==> src/rtl/mul_div_unit.sv <==
// mul_div_unit: iterative unsigned multiply / divide for the execute stage.
// Multiply uses shift-add over a double-width accumulator and divide uses
// restoring division. Both take WIDTH iterations, one per clock.
// Divide-by-zero takes a single-cycle shortcut that skips the iterations.
module mul_div_unit #(
  parameter int WIDTH = 16
) (
  input  logic             clk,
  input  logic             rst,
  input  logic             start,
  input  logic             op,
  input  logic [WIDTH-1:0] operand_a,
  input  logic [WIDTH-1:0] operand_b,
  output logic             busy,
  output logic             done,
  output logic [WIDTH-1:0] result_lo,
  output logic [WIDTH-1:0] result_hi,
  output logic             div_by_zero
);

  localparam int CW = $clog2(WIDTH) + 1;

  localparam logic [1:0] IDLE = 2'd0;
  localparam logic [1:0] CALC = 2'd1;
  localparam logic [1:0] DONE = 2'd2;

  localparam logic [CW-1:0] LAST_ITER = CW'(WIDTH - 1);

  logic [1:0]         state;
  logic [CW-1:0]      iter_cnt;
  logic               op_q;
  // Multiplicand for multiply, divisor for divide.
  logic [WIDTH-1:0]   operand_q;
  // Multiply: {partial product high, multiplier / product low}.
  // Divide:   {remainder, dividend / quotient}.
  // The extra (2*WIDTH+1)th bit only exists inside one iteration step,
  // so it is never stored.
  logic [2*WIDTH-1:0] acc_q;
  logic [2*WIDTH-1:0] acc_next;

  logic [WIDTH:0]     add_sum;
  logic [2*WIDTH-1:0] mul_next;
  logic [2*WIDTH:0]   shifted;
  logic [WIDTH:0]     trial;
  logic [2*WIDTH-1:0] div_next;

  // Status flags are pure decodes of the state register.
  assign busy = (state != IDLE);
  assign done = (state == DONE);

  // One iteration of either algorithm, selected by the latched opcode.
  always_comb begin
    add_sum  = {1'b0, acc_q[2*WIDTH-1:WIDTH]}
             + (acc_q[0] ? {1'b0, operand_q} : {(WIDTH+1){1'b0}});
    mul_next = {add_sum, acc_q[WIDTH-1:1]};
    shifted  = {acc_q, 1'b0};
    trial    = shifted[2*WIDTH:WIDTH] - {1'b0, operand_q};
    // trial[WIDTH] set means the subtraction borrowed, so restore.
    div_next = trial[WIDTH] ? shifted[2*WIDTH-1:0]
                            : {trial[WIDTH-1:0], shifted[WIDTH-1:1], 1'b1};
    acc_next = op_q ? div_next : mul_next;
  end

  // Control FSM, iteration counter, working registers and result registers.
  always_ff @(posedge clk) begin
    if (rst) begin
      state       <= IDLE;
      iter_cnt    <= '0;
      op_q        <= 1'b0;
      operand_q   <= '0;
      acc_q       <= '0;
      result_lo   <= '0;
      result_hi   <= '0;
      div_by_zero <= 1'b0;
    end else begin
      case (state)
        IDLE: begin
          if (start) begin
            op_q     <= op;
            iter_cnt <= '0;
            if (op && (operand_b == '0)) begin
              state       <= DONE;
              result_lo   <= '1;
              result_hi   <= operand_a;
              div_by_zero <= 1'b1;
            end else begin
              state     <= CALC;
              operand_q <= op ? operand_b : operand_a;
              acc_q     <= {{WIDTH{1'b0}}, (op ? operand_a : operand_b)};
            end
          end
        end
        CALC: begin
          acc_q    <= acc_next;
          iter_cnt <= iter_cnt + 1'b1;
          if (iter_cnt == LAST_ITER) begin
            state     <= DONE;
            result_lo <= acc_next[WIDTH-1:0];
            result_hi <= acc_next[2*WIDTH-1:WIDTH];
          end
        end
        DONE: begin
          state       <= IDLE;
          div_by_zero <= 1'b0;
        end
        default: begin
          state <= IDLE;
        end
      endcase
    end
  end

endmodule

==> config.mk <==
export PLATFORM = sky130hd
export DESIGN_NAME = mul_div_unit
export DESIGN_NICKNAME = d
export VERILOG_FILES = /design/src/rtl/mul_div_unit.sv
export SDC_FILE = /design/constraint.sdc
export NUM_CORES = 1
export LEC_CHECK = 0
export ABC_AREA = 1
export CAP_MARGIN = 10
export CORE_MARGIN = 1.5
export CORE_UTILIZATION = 60
export CTS_CLUSTER_DIAMETER = 100
export DETAILED_ROUTE_END_ITERATION = 10
export PLACE_DENSITY = 0.84
export SLEW_MARGIN = 10
export SYNTH_ARGS = -nofsm -noshare
export SYNTH_HDL_FRONTEND = slang
export SYNTH_SLANG_ARGS = --single-unit
==> constraint.sdc <==
create_clock -name clk -period 3.44 [get_ports clk]
set_clock_uncertainty 0.2 [all_clocks]
set_input_delay 0.688 -clock clk [delete_from_list [all_inputs] [get_ports clk]]
set_output_delay 0.688 -clock clk [all_outputs]
set_load 0.01 [all_outputs]
==> results of run 1 <==
==> cells by family after synthesis <==
family | Yosys count | synth area share (%)
xor gates and xnor gates | 8 | 1.09
AOI/OAI and AO/OA | 262 | 23.1
buffers and inverters | 192 | 11.8
adders and majority gates | 36 | 7.26
DFF | 89 | 27.8
and+or+nand+nor | 435 | 29.0
==> metal layers <==
metal / vias up / wire (µm) / GRT usage (%)
li1: 3396 / - / -
met1: 3110 / 8090 / 44.8
met4: 0 / 419 / 10.8
met5: - / 0 / 0
met2: 301 / 8520 / 54.1
met3: 35 / 1470 / 5.95
==> final cells by class <==
cell class,count,area [µm²]
Tap cell,136,170
Fill cell,921,2990
Clock inverter,6,60.1
Clock buffer,9,124
Timing Repair Buffer,80,776
Inverter,146,548
Sequential cell,89,1780
Multi-Input combinational cell,741,3870
==> registers in the layout, indices dropped and copies added (netlist names) <==
signal / cells
result_lo: 16
op_q: 1
acc_q: 32
iter_cnt: 5
result_hi: 16
operand_q: 16
state: 2
div_by_zero: 1
==> synth_stat cells (2+ instances only) <==
cell / count
nand2_1: 257
inv_1: 139
o21ai_0: 110
a21oi_1: 90
dfxtp_1: 89
nor2_1: 74
nand3_1: 55
ha_1: 34
clkbuf_1: 29
nand2_2: 19
a21oi_2: 16
a211oi_1: 15
buf_2: 11
o211ai_1: 8
o21ai_1: 8
inv_2: 6
nand4_1: 6
xor2_1: 6
nand3b_1: 5
o21bai_1: 5
nand3_2: 4
nor3_1: 4
a21o_1: 3
nor2_2: 3
and2_1: 2
buf_1: 2
buf_4: 2
buf_6: 2
fa_1: 2
nor3_2: 2
o21a_1: 2
or2_2: 2
xnor2_1: 2
==> worst min path at each step <==
stage	from	to	slack, ps	depth (start not counted)
2_1_floorplan	iter_cnt[4]$_SDFFE_PP0P_	iter_cnt[4]$_SDFFE_PP0P_	240	2
4_1_cts	iter_cnt[4]$_SDFFE_PP0P_	iter_cnt[4]$_SDFFE_PP0P_	270	2
3_5_place_dp	iter_cnt[4]$_SDFFE_PP0P_	iter_cnt[4]$_SDFFE_PP0P_	260	2
5_1_grt	iter_cnt[4]$_SDFFE_PP0P_	iter_cnt[4]$_SDFFE_PP0P_	280	2
3_3_place_gp	iter_cnt[4]$_SDFFE_PP0P_	iter_cnt[4]$_SDFFE_PP0P_	250	2
6_report	iter_cnt[4]$_SDFFE_PP0P_	iter_cnt[4]$_SDFFE_PP0P_	270	2
==> power by group through the flow <==
stage	combinational (mW)	clock, mW	sequential (mW)
3_3_place_gp	0.933	0	1.21
5_1_grt	1.08	0.742	1.20
4_1_cts	0.956	0.703	1.19
2_1_floorplan	0.647	0	1.21
3_5_place_dp	0.948	0	1.21
6_report	0.973	0.701	1.19
==> through the flow <==
step                      std cells  util (%)  power (mW)  worst slack, ps
final                          1207      71.0        2.87              511
after global routing           1207      71.0        3.02              246
after CTS                      1207      71.0        2.85              549
after detailed placement       1192      69.2        2.16              323
after global placement         1192      69.2        2.14              441
after floorplan                1022         -        1.86             1080
==> critical path, delay by kind of cell (launching register included) <==
kind,cells,cell delay [ps]
flip-flops,1,340
AO/OA/AOI/OAI,1,160
AND/OR/NAND/NOR,13,1270
adder cells (fa/ha/maj),2,670
buffers and inverters,2,220
==> results.md, run 1 <==
- Num CTS Buffers: 9
- Ys Warns: 0
- Initial Util: approximately 62%
- Layout area overhead: 14.4%
- Yosys top cell area share: ~28%
- Post-route minimum period: approximately 2900 ps
- # rows: 37
- Fmax achieved: between 300 and 400 MHz
- Required @ worst endpoint: about 3500 ps
- # hold bufs at CTS: 0
- # setup viols final: 0
- Crit path capture type: register
- Critical-path maximum fanout: 17
- Slew Viols, Final: 0
- Core ar.: just over 10000 µm²
- Net Sw Frac: a little under two fifths
- # diodes: 0
- Clock-pin slew on the worst setup and hold paths: 80 ps
- Hpwl dp: 13800 µm
- Status: finished clean
- CTS tree: yes
- Postcts setup bufs: 0
- Final instance area: 7330 µm²
- Crit start category: register
- Mapped Avg Cell Area: between 6 and 7 µm²
- Gpl congestion: between 0.9 and 1
- Pint: between 1.5 and 2 mW
- Initial antenna violation count: 0
- Residual DRC count: 0
- Max Cap Violations: 0
- Layout cell share with drive strength beyond 1: 7.56%
- Synth async-reset ratio: 0%
- Max Root-Sink Buffers: 2
- Power per cell area: roughly 400 nW/µm²
- First-pass DRT Iterations: 5
- Vias per inst: between 5 and 6
- CP endpoint: acc_q[30]$_SDFFE_PP0P_
- RSZ-0062 raised after global routing: no
- Most used cell, CP: nand2_1
- Via count: ~7000
- GRT Total Usage: about 33%
- Worst path arrival time: just over 3000 ps
- Worst skew pair latency: around 380 ps
- Total gr overflow: 0
- Vias in the first global route: 6205
- Commonest non-fill, non-tap cell in the layout: nand2_1
- Area post-placement: 7150 µm²
- Crit-path slowest cell: fa_1
- Distinct cells, synth: 41
- CP Launch Point: acc_q[15]$_SDFFE_PP0P_
- CTS root buf: clkbuf_8
- CP Class: reg2reg
- Worst path max stage delay: between 400 and 500 ps
- Number of flops mapped to enable cells by yosys: 0
- Setup TNS Final: 0 ps
- Detailed Route Iter0 Violations: 673
- R2r startpoint: acc_q[15]$_SDFFE_PP0P_
- Mapped Nets: between 1000 and 1500
- PortBufs: 70
- First-pass GRT wire length: just under 30000 µm
- Synth Cell Area: approximately 6400 µm²
- R2r setup slk: 510 ps
- Yosys reg bits: 89
- HP Class: reg2reg
- Switching power: 1.06 mW
- Post-route ant nets: 0
- Die Wd: roughly 110 µm
- Worst slew pin tran: 749 ps
- Register-to-Register Path Depth: 18
- Clock sinks: just under 90
- Power share of the combinational group: 34.0%
- Pleak: roughly 3.5 nW
- Max-slew headroom: around half
- Capturing point of the worst reg2reg path: acc_q[30]$_SDFFE_PP0P_
- CTS resizes: 0
- Routed len/inst: approximately 15 µm
- Synth top area cells: dfxtp_1 (28%), nand2_1 (15%), o21ai_0 (8.6%)
- Most frequent cells in the layout: nand2_1 (257), inv_1 (139), o21ai_0 (110)
- Die Y: roughly 110 µm
- Post-Route Hold Slack: ~270 ps
- Gate Count Post-Synth: ~1000
- Post-Route WL: roughly 19000 µm
- Main synth FF type: dfxtp_1
- Sequential area share after synthesis: between 20% and 30%
- Largest net degree at the start of global routing: between 50 and 60
- Clock power frac: around a quarter
- Full die area: ~11000 µm²
- Crit path cell chain: inv_1 > ha_1 > fa_1 > inv_1 > nand2_1 > nand2_1 > nand3_1 > nand2_2 > nand2_2 > nand2_2 > nand2_2 > nand2_4 > nand2_2 > nand2_1 > nand2_1 > nand2_1 > nand2_1 > a21oi_1
- Peak VDD IR: approximately 0.38 mV
- Num ports: slightly above 70
- Area leader, netlist: dfxtp_1
- Final Cycle Share: about 85%
- # nets final: 1139
- Seq pwr share: a little over two fifths
- H-tree levels: 3
- Final hold vios: 0
Note: power is estimated with default switching activity, not from simulation.
==> run 2: changes to the inputs <==
MAX_ROUTING_LAYER = met4   (was unset)
==> run 2 against run 1 <==
Clock-buffer cell count grew 1. Core utilization grew 0.21 points. Worst setup slack gained 1.3 ps. Flip-flop and latch count is the same. Combinational power is essentially flat. Critical path type unchanged. Critical endpoint unchanged.
==> results.md, run 2 (synthesized netlist as in run 1, its figures left out) <==
- Required @ worst endpoint: 3540 ps (about the same)
- Worst path max stage delay: 430 ps (+20 ps)
- Slew Viols, Final: 0 (unchanged)
- Pleak: 3.52 nW (+0.22%)
- Die Wd: 106 µm (unchanged)
- Max reg flops: 32 (unchanged)
- Initial Util: 62.1% (unchanged)
- Vias per inst: 5.65 (-0.30%)
- Die Y: 106 µm (unchanged)
- Fillers: 941 (+2.2%)
- HP Class: reg2reg
- Full die area: 11300 µm² (unchanged)
- Max Root-Sink Buffers: 2 (unchanged)
- Peak VDD IR: 0.349 mV (-7.6%)
- CTS tree: yes
- Initial antenna violation count: 0 (unchanged)
- RSZ-0062 raised after global routing: no
- Hpwl dp: 14000 µm (+1.2%)
- Layout area overhead: 14.7%
- Seq pwr share: 41.0% (-0.6 points)
- Fmax achieved: 342 MHz (about the same)
- Num ports: 71 (unchanged)
- Max Cap Violations: 0 (unchanged)
- Commonest non-fill, non-tap cell in the layout: nand2_1
- Power per cell area: 395 nW/µm² (+1.2%)
- Most frequent cells in the layout: nand2_1 (257), inv_1 (139), o21ai_0 (110)
- Final hold vios: 0 (unchanged)
- First-pass GRT wire length: 29900 µm (+0.58%)
- Crit path capture type: register
- Gpl congestion: 0.999 (+4.1%)
- Crit start category: register
- Top reg by flops: acc_q
- Crit-path slowest cell: fa_1
- First-pass DRT Iterations: 8 (+3)
- Detailed Route Iter0 Violations: 711 (+5.6%)
- Post-Route WL: 18500 µm (about the same)
- Via count: 6827 (-0.22%)
- Post-route minimum period: 2930 ps (-1.32 ps)
- Switching power: 1.07 mW (+1.3%)
- Layout cell share with drive strength beyond 1: 7.65% (+0.086 points)
- Largest net degree at the start of global routing: 53 (unchanged)
- Post-Route Utilization: 71.2% (+0.21 points)
- Tot Pwr: 2.91 mW (+1.5%)
- Top delay family on crit path: simple AND/OR/NAND/NOR gates
- Postcts setup bufs: 0 (unchanged)
- Critical-path maximum fanout: 17 (unchanged)
- Vias in the first global route: 6221 (+0.26%)
- Pint: 1.84 mW (+1.6%)
- Final Cycle Share: 85.1% (about the same)
- Power share of the combinational group: 33.5% (-0.5 points)
- Worst slew pin tran: 753 ps (+3.28 ps)
- CP Class: reg2reg
- CTS root buf: clkbuf_8
- Worst path arrival time: 3030 ps (about the same)
- GRT Total Usage: 34.3% (+0.96 points)
- # nets final: 1139 (unchanged)
- Num CTS Buffers: 9 (unchanged)
- Most used cell, CP: nand2_1
- # hold bufs at CTS: 0 (unchanged)
- Setup TNS Final: 0 ps (unchanged)
- Routed len/inst: 15.3 µm (about the same)
- Max-slew headroom: 49.8% (-0.22 points)
- Clock sinks: 89 (unchanged)
- # rows: 37 (unchanged)
- Post-route ant nets: 0 (unchanged)
- Core ar.: 10300 µm² (unchanged)
- Clock-pin slew on the worst setup and hold paths: 90 ps (about the same)
- Total gr overflow: 0 (unchanged)
- Clock power frac: 25.5% (+1.0 points)
- PortBufs: 70 (unchanged)
- Residual DRC count: 0 (unchanged)
- # setup viols final: 0 (unchanged)
- Status: finished clean
- Crit path cell chain: inv_1 > ha_1 > fa_1 > inv_1 > nand2_1 > nand2_1 > nand3_1 > nand2_2 > nand2_2 > nand2_2 > nand2_2 > nand2_4 > nand2_2 > nand2_1 > nand2_1 > nand2_1 > nand2_1 > a21oi_1
- Net Sw Frac: 36.9% (-0.084 points)
- CTS resizes: 0 (unchanged)
- # diodes: 0 (unchanged)
- Bufs and invs on worst path: 2 (unchanged)
- Worst skew pair latency: 370 ps (about the same)
- H-tree levels: 3 (unchanged)
==> run 2: final timing paths <==
path                                                from                  endpoint  slack [ps]  depth (start not counted)
worst max-delay path              acc_q[15]$_SDFFE_PP0P_    acc_q[30]$_SDFFE_PP0P_         510                         18
worst min-delay path            iter_cnt[4]$_SDFFE_PP0P_  iter_cnt[4]$_SDFFE_PP0P_         270                          2
worst max register to register    acc_q[15]$_SDFFE_PP0P_    acc_q[30]$_SDFFE_PP0P_         510                         18
worst min register to register  iter_cnt[4]$_SDFFE_PP0P_  iter_cnt[4]$_SDFFE_PP0P_         270                          2
==> run 2: layer usage <==
| metal | wire length [µm] | GRT usage, % |
|---|---|---|
| met1 | 8060 | 45.4 |
| met2 | 8320 | 53.2 |
| met3 | 1540 | 5.15 |
| met4 | 590 | 12.3 |
| met5 | 0 | - |
==> run 2: worst register-to-register path: cells and delay by family (launching register included) <==
kind | cells | cell delay [ps]
AND/OR/NAND/NOR | 13 | 1230
AO/OA/AOI/OAI | 1 | 170
buffers and inverters | 2 | 220
adder cells (fa/ha/maj) | 2 | 700
flip-flops | 1 | 340
==> run 2: final cells by class <==
cell class | count | area [µm²] | area share [%]
multi-input combinational | 741 | 3870 | 52.7
timing repair buffer | 80 | 776 | 10.5
sequential | 89 | 1780 | 24.2
clock inverter | 6 | 67.6 | 0.919
clock buffer | 10 | 138 | 1.87
inverter | 146 | 548 | 7.45
tap | 136 | 170 | 2.31
==> run 2: through the flow <==
stage / setup slack (ps) / cell area [µm²] / hold WS, ps / cells
after floorplan: 1080 / 6410 / 239 / 1022
after global placement: 476 / 7150 / 251 / 1192
after detailed placement: 392 / 7150 / 253 / 1192
after CTS: 527 / 7350 / 266 / 1208
after global routing: 304 / 7350 / 289 / 1208
final: 512 / 7350 / 265 / 1208
==> run 2: power by group through the flow <==
stage                     clock (mW)  sequential (mW)  combinational, mW
final                          0.743             1.19              0.974
after global routing           0.794             1.20               1.08
after CTS                      0.748             1.19              0.957
after detailed placement           0             1.21              0.950
after global placement             0             1.21              0.935
after floorplan                    0             1.21              0.647
